### config.mk
export PLATFORM = sky130hd
export DESIGN_NAME = serial_adder_ctrl_flat
export DESIGN_NICKNAME = d
export VERILOG_FILES = /design/src/rtl/serial_adder_ctrl_pkg.sv /design/src/rtl/serial_adder_ctrl_if.sv /design/src/rtl/fulladd_from_half.sv /design/src/rtl/halfadd_dataflow.sv /design/src/rtl/serial_adder_ctrl.sv /design/src/flat_wrapper.sv
export SDC_FILE = /design/constraint.sdc
export NUM_CORES = 1
export LEC_CHECK = 0
export BUFFER_PORTS_ARGS = -buffer_cell sky130_fd_sc_hd__buf_2
export CORE_ASPECT_RATIO = 1.4
export CORE_MARGIN = 2
export CORE_UTILIZATION = 52
export CTS_BUF_LIST = sky130_fd_sc_hd__clkbuf_4
export DETAILED_ROUTE_END_ITERATION = 7
export PLACE_DENSITY_LB_ADDON = 0.2
export SLEW_MARGIN = 20
export SYNTH_ARGS = -nofsm -noshare
export SYNTH_HDL_FRONTEND = slang
export SYNTH_HIERARCHICAL = 1
export SYNTH_SLANG_ARGS = --single-unit
### constraint.sdc
create_clock -name clk -period 1.57 [get_ports clk]
set_input_delay 0.3925 -clock clk [delete_from_list [all_inputs] [get_ports clk]]
set_output_delay 0.3925 -clock clk [all_outputs]
set_load 0.005 [all_outputs]
### src/rtl/serial_adder_ctrl_pkg.sv
// Shared definitions for the bit-serial adder controller.
// Holds the FSM state encodings (2'b11 is illegal and recovers to IDLE),
// the default operand width and a counter-width helper.
package serial_adder_ctrl_pkg;

  localparam int unsigned DEFAULT_WIDTH = 8;

  typedef enum logic [1:0] {
    ST_IDLE = 2'b00,
    ST_RUN  = 2'b01,
    ST_DONE = 2'b10
  } state_e;

  // Bit counter must reach WIDTH-1 without wrapping.
  function automatic int unsigned cnt_width(input int unsigned width);
    return (width < 2) ? 1 : $clog2(width);
  endfunction

endpackage

### src/rtl/serial_adder_ctrl_if.sv
// Request/result bundle between a client and serial_adder_ctrl.
//   start      : request, sampled only when the controller is IDLE or DONE
//   a, b       : operands, captured on the accepting edge
//   busy       : high while the add is in progress
//   done       : one-cycle pulse, sum/cout valid
//   sum, cout  : result, held until the next accepted start
// master = client side, slave = controller side.
interface serial_adder_ctrl_if
  import serial_adder_ctrl_pkg::*;
#(
  parameter int unsigned WIDTH = DEFAULT_WIDTH
) ();

  logic             start;
  logic [WIDTH-1:0] a;
  logic [WIDTH-1:0] b;
  logic             busy;
  logic             done;
  logic [WIDTH-1:0] sum;
  logic             cout;

  modport master (
    output start, a, b,
    input  busy, done, sum, cout
  );

  modport slave (
    input  start, a, b,
    output busy, done, sum, cout
  );

endinterface

### src/rtl/fulladd_from_half.sv
// One-bit full adder built from two half adders and an OR on the carries.
//   x, y, cin : input bits
//   s_c       : x ^ y ^ cin (combinational)
//   co_c      : majority(x, y, cin) (combinational)
module fulladd_from_half (
  input  logic x,
  input  logic y,
  input  logic cin,
  output logic s_c,
  output logic co_c
);

  logic s0;
  logic c0;
  logic c1;

  halfadd_dataflow u_ha0 (
    .x   (x),
    .y   (y),
    .s_c (s0),
    .c_c (c0)
  );

  halfadd_dataflow u_ha1 (
    .x   (s0),
    .y   (cin),
    .s_c (s_c),
    .c_c (c1)
  );

  // At most one half adder can generate a carry, so OR is the full carry.
  assign co_c = c0 | c1;

endmodule

### src/rtl/halfadd_dataflow.sv
// Dataflow half adder.
//   x, y : input bits
//   s_c  : x ^ y (combinational)
//   c_c  : x & y (combinational)
module halfadd_dataflow (
  input  logic x,
  input  logic y,
  output logic s_c,
  output logic c_c
);

  assign s_c = x ^ y;
  assign c_c = x & y;

endmodule

### src/rtl/serial_adder_ctrl.sv
// Bit-serial WIDTH-bit adder: one shared full-adder cell is stepped LSB
// first, one bit per clock, then the result is presented with a done pulse.
//   clk, rst_n : clock, asynchronous active-low reset
//   bus        : slave side of serial_adder_ctrl_if (start/a/b in,
//                busy/done/sum/cout out, all outputs registered)
module serial_adder_ctrl
  import serial_adder_ctrl_pkg::*;
#(
  parameter int unsigned WIDTH = DEFAULT_WIDTH
) (
  input  logic                 clk,
  input  logic                 rst_n,
  serial_adder_ctrl_if.slave   bus
);

  localparam int unsigned       CNT_W    = cnt_width(WIDTH);
  localparam logic [CNT_W-1:0]  CNT_LAST = CNT_W'(WIDTH - 1);

  state_e           state;
  state_e           state_nx;
  logic             busy_nx;
  logic             done_nx;

  logic [WIDTH-1:0] a_sr;
  logic [WIDTH-1:0] b_sr;
  logic [WIDTH-1:0] sum_sr;
  logic [WIDTH-1:0] sum_shift;
  logic [CNT_W-1:0] cnt;
  logic             carry;

  logic [WIDTH-1:0] sum_q;
  logic             cout_q;
  logic             busy_q;
  logic             done_q;

  logic             accept;
  logic             last;
  logic             cell_s;
  logic             cell_co;

  // Start is only honoured between operations.
  assign accept = bus.start && ((state == ST_IDLE) || (state == ST_DONE));
  assign last   = (state == ST_RUN) && (cnt == CNT_LAST);

  // Cell result enters from the MSB side so bit 0 ends at sum[0].
  assign sum_shift = {cell_s, sum_sr[WIDTH-1:1]};

  fulladd_from_half u_cell (
    .x    (a_sr[0]),
    .y    (b_sr[0]),
    .cin  (carry),
    .s_c  (cell_s),
    .co_c (cell_co)
  );

  // State register.
  always_ff @(posedge clk or negedge rst_n) begin
    if (!rst_n) begin
      state <= ST_IDLE;
    end else begin
      state <= state_nx;
    end
  end

  // Next-state logic; the unused encoding falls back to IDLE.
  always_comb begin
    state_nx = ST_IDLE;
    case (state)
      ST_IDLE: state_nx = bus.start ? ST_RUN : ST_IDLE;
      ST_RUN:  state_nx = last ? ST_DONE : ST_RUN;
      ST_DONE: state_nx = bus.start ? ST_RUN : ST_IDLE;
      default: state_nx = ST_IDLE;
    endcase
  end

  // Status decode from the next state so busy/done register in step with it.
  always_comb begin
    busy_nx = 1'b0;
    done_nx = 1'b0;
    case (state_nx)
      ST_RUN:  busy_nx = 1'b1;
      ST_DONE: done_nx = 1'b1;
      default: ;
    endcase
  end

  // Operand shift registers, bit counter and carry flop.
  always_ff @(posedge clk or negedge rst_n) begin
    if (!rst_n) begin
      a_sr   <= '0;
      b_sr   <= '0;
      sum_sr <= '0;
      cnt    <= '0;
      carry  <= 1'b0;
    end else if (accept) begin
      a_sr   <= bus.a;
      b_sr   <= bus.b;
      cnt    <= '0;
      carry  <= 1'b0;
    end else if (state == ST_RUN) begin
      a_sr   <= a_sr >> 1;
      b_sr   <= b_sr >> 1;
      sum_sr <= sum_shift;
      carry  <= cell_co;
      cnt    <= last ? '0 : cnt + CNT_W'(1);
    end
  end

  // Result and status registers; result only moves on the edge into DONE.
  always_ff @(posedge clk or negedge rst_n) begin
    if (!rst_n) begin
      sum_q  <= '0;
      cout_q <= 1'b0;
      busy_q <= 1'b0;
      done_q <= 1'b0;
    end else begin
      busy_q <= busy_nx;
      done_q <= done_nx;
      if (last) begin
        sum_q  <= sum_shift;
        cout_q <= cell_co;
      end
    end
  end

  assign bus.busy = busy_q;
  assign bus.done = done_q;
  assign bus.sum  = sum_q;
  assign bus.cout = cout_q;

endmodule

### src/flat_wrapper.sv
// flat-port wrapper written by rule: the top's interface ports become plain ports
module serial_adder_ctrl_flat import serial_adder_ctrl_pkg::*;
#(
  parameter int unsigned WIDTH = DEFAULT_WIDTH
)
  (clk, rst_n, bus_start, bus_a, bus_b, bus_busy, bus_done, bus_sum, bus_cout);
  serial_adder_ctrl_if #(.WIDTH(WIDTH)) bus_i ();
  input  logic clk;
  input  logic rst_n;
  input wire logic [$bits(bus_i.start)-1:0] bus_start;
  input wire logic [$bits(bus_i.a)-1:0] bus_a;
  input wire logic [$bits(bus_i.b)-1:0] bus_b;
  output wire logic [$bits(bus_i.busy)-1:0] bus_busy;
  output wire logic [$bits(bus_i.done)-1:0] bus_done;
  output wire logic [$bits(bus_i.sum)-1:0] bus_sum;
  output wire logic [$bits(bus_i.cout)-1:0] bus_cout;
  assign bus_i.start = bus_start;
  assign bus_i.a = bus_a;
  assign bus_i.b = bus_b;
  assign bus_busy = bus_i.busy;
  assign bus_done = bus_i.done;
  assign bus_sum = bus_i.sum;
  assign bus_cout = bus_i.cout;
  serial_adder_ctrl #(.WIDTH(WIDTH)) u_core (.clk(clk), .rst_n(rst_n), .bus(bus_i));
endmodule
==> results.tsv <==
stage	metric	value	unit
worst_setup_path	Reg2Reg Depth	6	
sta	final worst path period need	1610	ps
route	post-DR wirelength/cell	14.7	µm
route	Pre-antenna DRT Iters	4	
sta	period utilisation layout	1.02	
run_status	violated checks	setup timing	
synth	syn_nets	186	
clock_network	CTS tree	done	
grt	initial antenna violation count	0	
power_and_ir_drop	P_leak	0.00105	µW
clock_network	total CTS buffers	5	
cells_and_area	area grow syn2layout	17.6	%
worst_setup_path	CP Capture Type	flop	
clock_network	cts hold-fix bufs	0	
synth	largest area contributor in the synthesized netlist	dfrtp_1	
sta	FMAX	622	MHz
worst_setup_path	reg-to-reg slack, setup	-40	ps
cells_and_area	n_diodes	0	
sta	final setup vio count	1	
route	DR DRC count	0	
synth	synth cell count leaders	dfrtp_1 (40), nand2_1 (25), a21oi_1 (13)	
place	GP Congestion	0.710	
synth	Yosys warnings	6	
clock_network	CTS Sinks	40	
worst_setup_path	Max FO, Critical Path	2	
route	initial DRC count	12	
sta	hold slack	86.4	ps
synth	post-synth top area share	0.555	
clock_network	Skew-Pair Late Insertion Delay	340	ps
worst_setup_path	RR Endpoint	u_core/carry	
grt	largest net degree at the start of global routing	41	
sta	Slew Viols, Final	0	
synth	Synth Register Bits	40	
synth	most common cell in the netlist	dfrtp_1	
sta	Slew Limit Headroom	0.675	
worst_hold_path	worst min path class	input pin to async pin	
place	placed instance count	231	
cells_and_area	Nets	223	
cells_and_area	Finished Layout Cells	240	
clock_network	clk buf depth	2	
synth	Mean Syn Cell Area	11.1	µm²
floorplan	chip width	53.8	µm
synth	Distinct cells, synth	27	
synth	Mapped Cells	163	
power_and_ir_drop	pwr dens	1940	nW/µm²
floorplan	number of I/O pins	30	
sta	Tightest Pin Transition	487	ps
clock_network	Clk pin slew, worst setup/hold paths	120	ps
sta	final setup margin	-38.4	ps
floorplan	die area	3960	µm²
synth	top_reg_cell synth	dfrtp_1	
grt	vias in the first global route	1347	
worst_setup_path	worst path required time	1810	ps
floorplan	Cell Rows	25	
place	HPWL after detailed placement	2500	µm
route	Antenna Nets Post-Route	0	
synth	Async SR Flop Fraction	1.00	
clock_network	Root Buffer	clkbuf_4	
synth	number of synthesized flops with an enable pin	0	
power_and_ir_drop	VDD IR max	1.16	mV
synth	sequential share of the synthesized area	0.555	
place	Port Buf Inserts	29	
worst_setup_path	r2r startpoint	u_core/b_sr[0]	
floorplan	DIE HEIGHT	73.7	µm
floorplan	core area	3350	µm²
floorplan	starting density of the core	0.539	
sta	total negative slack	-38.4	ps
worst_setup_path	Crit Path Class	flop to flop	
sta	unrepaired setup endpoints after global routing	yes	
cells_and_area	ratio of cells with drive above 1 in the final layout	0.265	
grt	grt total ovfl	0	
grt	global-route wire length before repair	5890	µm
worst_setup_path	CP Data Arrival Time	1850	ps
sta	Final Hold Fails	0	
grt	Tot GR Track Use	0.207	
clock_network	H-tree lvl count	2	
route	final WL	3530	µm
place	area post-placement	2000	µm²
run_status	status	complete, but fails checks	
route	Vias	1278	
cells_and_area	design area	2120	µm²
sta	clock skew	8.74	ps
worst_setup_path	startpoint types	flop	
route	Avg Vias per Cell	5.33	
synth	synthesized area	1800	µm²
synth	Synth area leaders	dfrtp_1 (55%), mux2_1 (5.6%), mux2i_1 (5.5%)	
power_and_ir_drop	total power	4110	µW
run	max-cap viol count	0	
[placed cells by master (no fill, tap or decap)]
master,instances
a211oi_1,8
a21oi_1,13
a221o_1,1
and2_1,1
and2_4,1
and3b_1,1
buf_2,29
buf_4,11
bufinv_16,2
clkbuf_4,5
dfrtp_1,40
ha_1,2
ha_2,2
inv_1,7
inv_2,1
mux2_1,9
mux2_2,1
mux2i_1,10
nand2_1,25
nand2_4,1
nand2b_1,3
nor2_1,1
nor2b_1,9
o21ai_0,7
o21ai_1,1
o22ai_1,5
o2bb2ai_1,2
or2_1,1
or4b_1,1
[flip-flops by register name, indices dropped and copies added, names as in the netlist, 2 cells and up]
| name | count |
|---|---|
| u_core/a_sr | 8 |
| u_core/b_sr | 8 |
| u_core/bus.sum | 8 |
| u_core/cnt | 3 |
| u_core/state | 2 |
| u_core/sum_sr | 7 |
[power breakdown]
| group | internal (µW) | total (µW) | switching, µW |
|---|---|---|---|
| Sequential | 1500 | 1770 | 273 |
| Clock | 487 | 811 | 324 |
| Combinational | 748 | 1530 | 782 |
| Total | 2730 | 4110 | 1380 |
[metal layers]
layer | global-route usage | vias to the layer above | share of wire
met4 | 0.0912 | 0 | 0.022
met2 | 0.356 | 29 | 0.51
met1 | 0.228 | 607 | 0.41
li1 | - | 633 | -
met5 | 0 | - | 0
met3 | 0.0630 | 9 | 0.050
[worst max-delay path, cell delays in order (launching register included)]
cell and delay [ps]:
dfrtp_1 410, ha_1 320, ha_2 170, or2_1 220
mux2_2 260, nand2_1 60, o21ai_1 60
[per-stage QoR]
stage               setup WS (ps)  utilization
floorplan                    39.0            -
global placement             21.1        0.599
detailed placement          -53.4        0.599
CTS                         -3.58        0.632
global route                -82.7        0.634
finish                      -38.4        0.634
[final cells by class]
cell class,count,area (µm²)
Multi-Input combinational cell,105,716
Sequential cell,40,1000
Clock buffer,5,37.5
Fill cell,279,1220
Inverter,8,30.0
Timing Repair Buffer,40,228
Clock inverter,2,60.1
Tap cell,40,50.0
[worst max-delay path by stage]
stage                         startpoint           end  slack [ps]  depth (start not counted)
final                     u_core/b_sr[0]  u_core/carry         -40                          6
after global routing      u_core/b_sr[0]  u_core/carry         -80                          6
after CTS                 u_core/a_sr[0]  u_core/carry          -4                          6
after detailed placement  u_core/a_sr[0]  u_core/carry         -50                          6
after global placement    u_core/b_sr[0]  u_core/carry          20                          6
after floorplan           u_core/b_sr[0]  u_core/carry          40                          6
[logic make-up (layout without fill, tap and decap cells)]
kind of cell	Yosys count	after routing	synth area share
and+or+nand+nor	44	44	0.124
DFF	40	40	0.555
AOI/OAI and AO/OA	37	37	0.124
muxes	20	20	0.118
buffers and inverters	18	55	0.0513
adders and majority gates	4	4	0.0277
[timing repair]
action                                 4_1_cts  5_1_grt
endpoints found under the hold margin        0        0
buffers inserted                             1        1
pin swaps                                    2        1
resized for setup                            3        0
setup endpoints to repair                    2        2
cloned                                       0        0
Note: power is estimated with default switching activity, not from simulation.
